===== config.mk =====
export PLATFORM = sky130hd
export DESIGN_NAME = bus_wrr_arbiter
export DESIGN_NICKNAME = d
export VERILOG_FILES = /design/src/rtl/bus_arb_pkg.sv /design/src/rtl/rr_pick.sv /design/src/rtl/bus_wrr_arbiter.sv
export SDC_FILE = /design/constraint.sdc
export NUM_CORES = 1
export LEC_CHECK = 0
export ABC_CLOCK_PERIOD_IN_PS = 3600
export BUFFER_PORTS_ARGS = -buffer_cell sky130_fd_sc_hd__buf_2
export CAP_MARGIN = 0
export CORE_ASPECT_RATIO = 1.4
export CORE_MARGIN = 4
export CORE_UTILIZATION = 53
export CTS_CLUSTER_SIZE = 12
export DETAILED_ROUTE_END_ITERATION = 6
export PLACE_DENSITY = 0.73
export REMOVE_ABC_BUFFERS = 1
export SYNTH_ARGS = -nofsm -noshare
export SYNTH_HDL_FRONTEND = slang
export SYNTH_HIERARCHICAL = 1
export SYNTH_SLANG_ARGS = --single-unit

===== constraint.sdc =====
create_clock -name clk -period 3.6 [get_ports clk]
set_input_delay 0.18 -clock clk [delete_from_list [all_inputs] [get_ports clk]]
set_output_delay 0.18 -clock clk [all_outputs]
set_load 0.005 [all_outputs]

===== src/rtl/bus_arb_pkg.sv =====
// Shared types and helpers for the weighted round-robin bus arbiter.
// Default sizing constants, the FSM state encoding and the zero-weight mapping.
package bus_arb_pkg;

  localparam int DEF_DRVS   = 8;
  localparam int DEF_WGHT_W = 4;

  typedef enum logic {
    IDLE  = 1'b0,
    GRANT = 1'b1
  } arb_state_e;

  // A zero weight would starve its driver, so it is promoted to one packet.
  function automatic logic [31:0] eff_wght(input logic [31:0] w);
    return (w == 32'd0) ? 32'd1 : w;
  endfunction

endpackage


===== src/rtl/rr_pick.sv =====
// Rotating priority encoder: first set req bit at or after base, wrapping modulo DRVS.
// The request vector is doubled and shifted so the search always starts at bit 0.
module rr_pick
  import bus_arb_pkg::*;
#(
  parameter  int DRVS = DEF_DRVS,
  localparam int IW   = $clog2(DRVS)
) (
  input  logic [DRVS-1:0] req,
  input  logic [IW-1:0]   base,
  output logic            found,
  output logic [IW-1:0]   idx
);

  logic [DRVS-1:0] rot;
  logic [IW-1:0]   off;
  logic [IW:0]     sum;

  assign rot   = DRVS'({req, req} >> base);
  assign found = |req;

  // NOTE: combinational blocks use blocking '=' and assign every output a
  // default first, so no latch is inferred and later writes take priority.
  always_comb begin
    off = '0;
    for (int i = DRVS - 1; i >= 0; i--) begin
      if (rot[i]) off = IW'(i);
    end
  end

  always_comb begin
    sum = {1'b0, base} + {1'b0, off};
    if (sum >= (IW+1)'(DRVS)) sum = sum - (IW+1)'(DRVS);
    idx = sum[IW-1:0];
  end

endmodule


===== src/rtl/bus_wrr_arbiter.sv =====
// Weighted round-robin bus owner selection: one driver holds the bus for up
// to its weight in packets, then the search resumes just past it.
module bus_wrr_arbiter
  import bus_arb_pkg::*;
#(
  parameter  int DRVS   = DEF_DRVS,
  parameter  int WGHT_W = DEF_WGHT_W,
  localparam int IW     = $clog2(DRVS)
) (
  input  logic              clk,
  input  logic              reset,
  input  logic [DRVS-1:0]   pndng,
  input  logic              cfg_wr,
  input  logic [IW-1:0]     cfg_idx,
  input  logic [WGHT_W-1:0] cfg_wght,
  input  logic              xfer_done,
  output logic [DRVS-1:0]   gnt,
  output logic [IW-1:0]     gnt_id,
  output logic              gnt_vld,
  output logic              err
);

  arb_state_e        state_q;
  logic [DRVS-1:0]   gnt_q;
  logic [IW-1:0]     owner_q;
  logic              gnt_vld_q;
  logic              err_q;
  logic [IW-1:0]     rr_ptr_q;
  logic [WGHT_W-1:0] credit_q;
  logic [WGHT_W-1:0] wght_q [DRVS];

  logic          pick_found;
  logic [IW-1:0] pick_idx;

  rr_pick #(.DRVS(DRVS)) u_pick (
    .req   (pndng),
    .base  (rr_ptr_q),
    .found (pick_found),
    .idx   (pick_idx)
  );

  // NOTE: the weight table is reset like any other register, because every
  // driver must start with a well-defined weight of one.
  always_ff @(posedge clk) begin
    if (reset) begin
      for (int i = 0; i < DRVS; i++) wght_q[i] <= WGHT_W'(1);
    end else if (cfg_wr && (int'(cfg_idx) < DRVS)) begin
      wght_q[cfg_idx] <= cfg_wght;
    end
  end

  // NOTE: sequential state uses non-blocking '<=' so every register samples
  // pre-edge values; a same-cycle weight write therefore loads the old weight.
  always_ff @(posedge clk) begin
    if (reset) begin
      state_q   <= IDLE;
      gnt_q     <= '0;
      owner_q   <= '0;
      gnt_vld_q <= 1'b0;
      err_q     <= 1'b0;
      rr_ptr_q  <= '0;
      credit_q  <= '0;
    end else begin
      case (state_q)
        IDLE: begin
          if (xfer_done) err_q <= 1'b1;
          if (pick_found) begin
            state_q   <= GRANT;
            owner_q   <= pick_idx;
            gnt_q     <= DRVS'(1) << pick_idx;
            gnt_vld_q <= 1'b1;
            credit_q  <= WGHT_W'(eff_wght(32'(wght_q[pick_idx])));
          end
        end
        GRANT: begin
          // Hold the bus until a completed packet exhausts credit or empties the FIFO.
          if (xfer_done) begin
            credit_q <= credit_q - WGHT_W'(1);
            if ((credit_q == WGHT_W'(1)) || !pndng[owner_q]) begin
              state_q   <= IDLE;
              gnt_q     <= '0;
              gnt_vld_q <= 1'b0;
              rr_ptr_q  <= (owner_q == IW'(DRVS - 1)) ? '0 : owner_q + IW'(1);
            end
          end
        end
        default: state_q <= IDLE;
      endcase
    end
  end

  assign gnt     = gnt_q;
  assign gnt_id  = owner_q;
  assign gnt_vld = gnt_vld_q;
  assign err     = err_q;

endmodule


==> impl_results.md, run 1 <==
- Clock latency on the worst-skew pair: between 300 and 400 ps
- CTS tree: built
- DIE AREA: 7181 um^2
- Fin util: 65.85%
- Pwr dens: 445.3 nW/um^2
- Final min period: 3734 ps
- Area occupied by multi-input gates: around 1700 um^2
- I/O pins: 32
- Gr usage total: 21.27%
- Async set-reset flop share out of synthesis: 0%
- Largest net degree at the start of global routing: 37
- Worst Max-Slew Pin Slew: between 1000 and 1500 ps
- Area grow syn2layout: 18.57%
- Net total in the final layout: 350
- Clock Path Buffers: 2
- Crit path kind: flop to flop
- Post-Route WL: 7251 um
- Fin cells: 394
- Max rail drop VDD: 287.8 uV
- Initial antenna violation count: 0
- End of the worst register-to-register path: credit_q[1]$_SDFFE_PP0P_
- Antenna viol nets, final: 0
- Min-delay src: xfer_done
- Die Width: about 73 um
- CP Max Fanout: 4
- DP Cell Count: 383
- EDFF count, synth: 32
- Failing checks: negative setup slack
- Main synth FF type: edfxtp_1
- Final setup fails: 3
- Worst EP arrival: between 3000 and 4000 ps
- Drc violations: 0
- Vias in the first global route: 2395
- # fillers: 462
- RSZ-0062 raised after global routing: true
- Post-Synthesis Cells: about 270
- Fin crit share: 103.7%
- Htree depth: 2
- Crit end category: flop
- Cts hold-fix bufs: 0
- Synth area leaders: edfxtp_1 (31%), dfxtp_1 (14%), mux4_2 (8.0%)
- Cell row count: 32
- Total CTS buffers: 5
- Leading area contributor after synthesis: edfxtp_1
- Fraction of layout cells with a size suffix above 1: 38.65%
- Setup WS post-layout: -133.7 ps
- Reg area: 1386 um^2
- Wire length of the first global-routing pass: 11770 um
- Post-route design area: roughly 3700 um^2
- Input/output buffers: 31
- Total gr overflow: 0
- Min-delay worst type: input port to flop
- Placed cell areas: 3485 um^2
- Worst reg2reg startpoint: rr_ptr_q[0]$_SDFFE_PP0P_
- DR iter-0 viols: between 150 and 200
- DIE HEIGHT: 98.68 um
- Slew margin rel.: 28.87%
- Via-to-Cell Ratio: 5.954
- Clock Sinks: between 50 and 60
- F_max: between 200 and 300 MHz
- Fin. Hold Viols: 0
- Root Driver: clkbuf_8
- CP Data Required Time: 3810 ps
- Synth cell types: 45
- Register area share after synthesis: between 40% and 50%
- ANT cells: 0
- Syn_area_per_cell: 11.49 um^2
- Synth warn: 6
- Initial Utilization: 55.54%
- Avg WL per Cell: 18.40 um
- DP Wirelength: 5449 um
- Fin. max-slew vios: 0
- Critical path startpoint: rr_ptr_q[0]$_SDFFE_PP0P_
- Worst-path clk slew: between 100 and 150 ps
- Skew final: 7.643 ps
- Hold Path End: err$_SDFFE_PP0P_
- Critical path launch point type: flop
- Core area: about 5600 um^2
- First-pass DRT Iterations: 4
- Mapped Area: a little over 3000 um^2
- Post-synth top area share: 30.87%
- Via count: 2346
- Worst R2R Path Depth: 14
- Hold depth: 3
- Leak pwr: 1.385 nW
- RePlAce Congestion: 0.9469
- Status: complete, but fails checks
- Maxcap violations: 0
- Synth Register Bits: 53
- Reg2reg setup slack: -130 ps
state kept, by name, summed over array words and instances (netlist names):
name      cells
rr_ptr_q      3
gnt_id        3
err           1
state_q       1
gnt           8
credit_q      4
gnt_vld       1
wght_q       32
where the power goes:
part,internal [W],total [W],switching [W]
sequential,0.000691,0.000732,0.0000413
combinational,0.000251,0.000481,0.000231
clock,0.000213,0.000430,0.000216
cell families after synthesis:
logic type / count (synthesis) / synth area share (%)
and+or+nand+nor: 114 / 20.30
muxes: 35 / 19.13
buffers and inverters: 24 / 3.738
xor gates and xnor gates: 2 / 0.5628
DFF: 53 / 44.37
adders and majority gates: 6 / 2.653
AOI/OAI and AO/OA: 37 / 9.245
what timing repair did:
| item | in CTS | in global routing |
|---|---|---|
| setup endpoints to repair | 9 | 12 |
| resized for setup | 12 | 14 |
| pin swaps | 1 | 5 |
| buffers inserted | 3 | 0 |
| gates cloned | 0 | 0 |
cells in the final DEF (no fill, tap or decap), drive strengths merged, types with 2 or more instances in the layout:
| cell | n |
|---|---|
| or2 | 11 |
| mux2i | 13 |
| buf | 63 |
| clkbuf | 5 |
| ha | 5 |
| o22ai | 2 |
| nand2 | 11 |
| a21oi | 19 |
| and2 | 25 |
| xnor2 | 2 |
| a31oi | 2 |
| inv | 8 |
| nand4 | 8 |
| nor4 | 3 |
| mux4 | 17 |
| o21ai | 2 |
| edfxtp | 32 |
| nand3 | 2 |
| or3 | 7 |
| nand2b | 14 |
| nor2b | 3 |
| mux2 | 5 |
| nor3 | 9 |
| nor2 | 18 |
| a221oi | 2 |
| nand3b | 2 |
| dfxtp | 21 |
cell type report:
type,instances,share of cell area [%]
multi-input combinational,194,44.88
sequential,53,37.56
timing repair buffer,63,11.12
clock buffer,5,1.864
clock inverter,3,1.356
tap,68,2.305
inverter,8,0.9153
critical path, stage by stage (launching register included):
cell and delay [ps]:
dfxtp_4 380, mux4_2 510, mux2_4 300, nand2b_4 140, a21bo_2 210, a31oi_2 140, ha_2 200, inv_2 40
fa_2 540, clkinvlp_4 120, buf_6 150, mux4_2 420, mux2i_2 180, nand2_1 80, a32o_1 230
cells in the mapped netlist (2+ instances only):
cell type  number
a31oi_1         2
mux2i_1        13
mux2_2          4
a21oi_1        18
o22ai_1         2
buf_2           3
nor4_1          3
buf_6           3
nand4_1         8
and2_1         25
nor2_1         18
ha_1            5
nand2_1        11
or3_1           7
mux4_1          6
mux4_2         11
or2_2          10
nand2b_1       14
dfxtp_1        21
o21ai_0         2
xnor2_1         2
inv_1           8
nor2b_1         3
clkbuf_1       10
edfxtp_1       32
nand3_1         2
nor3_1          9
nand3b_1        2
worst max path at each step:
stage                     slack [ps]  cells after the start                  endpoint
after floorplan                 -580                     14  credit_q[0]$_SDFFE_PP0P_
after global placement          -240                     13  credit_q[0]$_SDFFE_PP0P_
after detailed placement        -350                     13  credit_q[0]$_SDFFE_PP0P_
after CTS                       -140                     14  credit_q[0]$_SDFFE_PP0P_
after global routing            -280                     14  credit_q[1]$_SDFFE_PP0P_
final                           -130                     14  credit_q[1]$_SDFFE_PP0P_
layer usage:
layer	GRT usage [%]	wire length, um	vias to the layer above
met1	23.39	2639	1133
met2	39.92	4029	73
met5	0	0	-
li1	-	-	1118
met4	8.381	294	0
met3	2.857	288	22
stage by stage:
stage,hold WS [ps],setup TNS [ps],total power [W],worst slack [ps]
global placement,453.9,-793.8,0.001160,-236.7
CTS,174.0,-340.1,0.001623,-137.1
floorplan,246.2,-3213,0.001015,-579.6
finish,164.6,-349.2,0.001643,-133.7
global route,216.8,-1164,0.001723,-275.1
detailed placement,458.0,-1579,0.001175,-354.0
(Power assumes the default switching activity.)
==> run 2, diff against run 1 <==
Settings changed: HOLD_SLACK_MARGIN set to 0.15, SETUP_SLACK_MARGIN set to 0.3.
==> impl_results.md, run 2 (synthesis gave the netlist of run 1 again) <==
- Status: complete, but fails checks
- Failing checks: negative setup slack
- Wire length of the first global-routing pass: 11850 um (+0.71%)
- Fin. max-slew vios: 0 (unchanged)
- Initial antenna violation count: 0 (unchanged)
- WP depth: 14 (unchanged)
- RePlAce Congestion: 0.9469 (unchanged)
- Hold depth: 3 (unchanged)
- Fin. Hold Viols: 0 (unchanged)
- Slew margin rel.: 27.43% (-1.4 points)
- Final setup fails: 3 (unchanged)
- Fin Setup TNS: -352.0 ps (-2.759 ps)
- Gr usage total: 21.44% (+0.17 points)
- Crit end category: flop
- Pwr Total: 0.001653 W (+0.56%)
- Cell row count: 32 (unchanged)
- DIE HEIGHT: 98.68 um (unchanged)
- Critical path launch point type: flop
- Max FFs per register: 32 (unchanged)
- Min-delay worst type: input port to flop
- Leak pwr: 1.401 nW (+1.2%)
- Buf+Inv Stages, Crit Path: 3 (unchanged)
- I/O pins: 32 (unchanged)
- Via count: 2346 (unchanged)
- Largest net degree at the start of global routing: 37 (unchanged)
- DP Wirelength: 5449 um (unchanged)
- Worst path max stage delay: 540 ps (about the same)
- Root Driver: clkbuf_8
- Die Width: 72.77 um (unchanged)
- Post-Route WL: 7239 um (-0.17%)
- Setup WS post-layout: -138.8 ps (-5.088 ps)
- Worst EP arrival: 3950 ps (about the same)
- Fin util: 66.47% (+0.62 points)
- Commonest non-fill, non-tap cells in the layout: edfxtp_1 (32), buf_2 (31), buf_4 (29)
- Avg WL per Cell: 18.28 um (-0.67%)
- Total gr overflow: 0 (unchanged)
- Vias in the first global route: 2401 (+0.25%)
- Clock Path Buffers: 2 (unchanged)
- Worst R2R Path Depth: 14 (unchanged)
- Worst reg2reg startpoint: rr_ptr_q[0]$_SDFFE_PP0P_
- F_max: 267.5 MHz (-0.14%)
- Skew final: 7.329 ps (-0.3145 ps)
- Crit path kind: flop to flop
- Core area: 5605 um^2 (unchanged)
- Antenna viol nets, final: 0 (unchanged)
- Max rail drop VDD: 288.3 uV (+0.17%)
- Pwr dens: 443.5 nW/um^2 (-0.39%)
- Cts hold-fix bufs: 0 (unchanged)
- First-pass DRT Iterations: 5 (+1)
- Maxcap violations: 0 (unchanged)
- Fin cells: 396 (+0.51%)
- Crit path max-delay family: multiplexers
- Area grow syn2layout: 19.69%
- Htree depth: 2 (unchanged)
- CTS tree: built
- Drc violations: 0 (unchanged)
- Fraction of layout cells with a size suffix above 1: 39.94% (+1.3 points)
- DIE AREA: 7181 um^2 (unchanged)
- Net total in the final layout: 352 (+0.57%)
- CP Data Required Time: 3810 ps (about the same)
- CP Max Fanout: 4 (unchanged)
- DP Cell Count: 383 (unchanged)
- Total CTS buffers: 5 (unchanged)
- Worst-path clk slew: 110 ps (about the same)
- CP Cell Sequence: mux4_2 -> mux2_4 -> nand2b_4 -> a21bo_2 -> a31oi_2 -> ha_2 -> inv_2 -> fa_2 -> clkinvlp_4 -> buf_6 -> mux4_2 -> mux2i_2 -> nand2_1 -> a32o_1
- DR iter-0 viols: 159 (-3.6%)
- Cell mode on critical path: mux4_2
- Reg with most FFs: wght_q
- Worst Max-Slew Pin Slew: 1058 ps (+21.05 ps)
- RSZ-0062 raised after global routing: true
- CP max-delay cell: fa_2
- ANT cells: 0 (unchanged)
- Final min period: 3739 ps (+5.088 ps)
- Reg2reg setup slack: -140 ps (about the same)
- Via-to-Cell Ratio: 5.924 (-0.51%)
- Initial Utilization: 55.54% (unchanged)
- Min-delay src: xfer_done
- Hold WS: 166.0 ps (+1.404 ps)
- Most common cell after layout, fill and taps aside: edfxtp_1
- Input/output buffers: 31 (unchanged)
- Clock latency on the worst-skew pair: 310 ps (about the same)
- Hold Path End: err$_SDFFE_PP0P_
- Fin crit share: 103.9% (+0.14 points)
- Clock Sinks: 53 (unchanged)
- End of the worst register-to-register path: credit_q[1]$_SDFFE_PP0P_
-- run 2: cell types whose count changed in the layout (fill, tap and decap cells not counted) --
cell	before	now
nor3_1	8	6
buf_4	28	29
nor4_2	0	1
buf_6	4	5
nor3_2	1	3
nor4_1	3	2
-- run 2: metal layers --
layer / share of wire, % / track usage [%] / vias up
met1: 36 / 23.66 / 1148
li1: - / - / 1123
met5: 0 / 0 / -
met3: 3.6 / 2.959 / 16
met4: 3.4 / 8.665 / 0
met2: 57 / 39.99 / 59
-- run 2: final cells by class --
| class | instances | area (um^2) |
|---|---|---|
| well taps | 68 | 85.08 |
| clock inverters | 3 | 50.05 |
| fillers | 452 | 1879 |
| repair buffers | 65 | 429.2 |
| multi-input cells | 194 | 1673 |
| inverters | 8 | 33.78 |
| flip-flops and latches | 53 | 1386 |
| clock buffers | 5 | 68.82 |
-- run 2: what timing repair did --
action,4_1_cts,5_1_grt
pin swaps,5,7
buffers inserted,3,2
gates resized for setup,15,15
setup endpoints to repair,13,14
-- run 2: where the power goes --
part	switching [W]	internal [W]
combinational	0.000235	0.000256
sequential	0.0000410	0.000691
clock	0.000216	0.000213
-- run 2: metrics by stage --
stage,cell area [um^2],setup WS [ps]
final,3726,-138.8
after global routing,3726,-275.1
after CTS,3657,-137.1
after detailed placement,3485,-354.0
after global placement,3485,-236.7
after floorplan,3027,-579.6
-- run 2: worst max path at each step --
| stage | startpoint | end | slack, ps |
|---|---|---|---|
| global placement | rr_ptr_q[0]$_SDFFE_PP0P_ | credit_q[0]$_SDFFE_PP0P_ | -240 |
| floorplan | rr_ptr_q[0]$_SDFFE_PP0P_ | credit_q[0]$_SDFFE_PP0P_ | -580 |
| global route | rr_ptr_q[0]$_SDFFE_PP0P_ | credit_q[1]$_SDFFE_PP0P_ | -280 |
| finish | rr_ptr_q[0]$_SDFFE_PP0P_ | credit_q[1]$_SDFFE_PP0P_ | -140 |
| detailed placement | rr_ptr_q[0]$_SDFFE_PP0P_ | credit_q[0]$_SDFFE_PP0P_ | -350 |
| CTS | rr_ptr_q[0]$_SDFFE_PP0P_ | credit_q[0]$_SDFFE_PP0P_ | -140 |
-- run 2: worst min-delay path, stage by stage --
cell	delay, ps
buf_2	130
a21oi_1	70
nor2_1	70
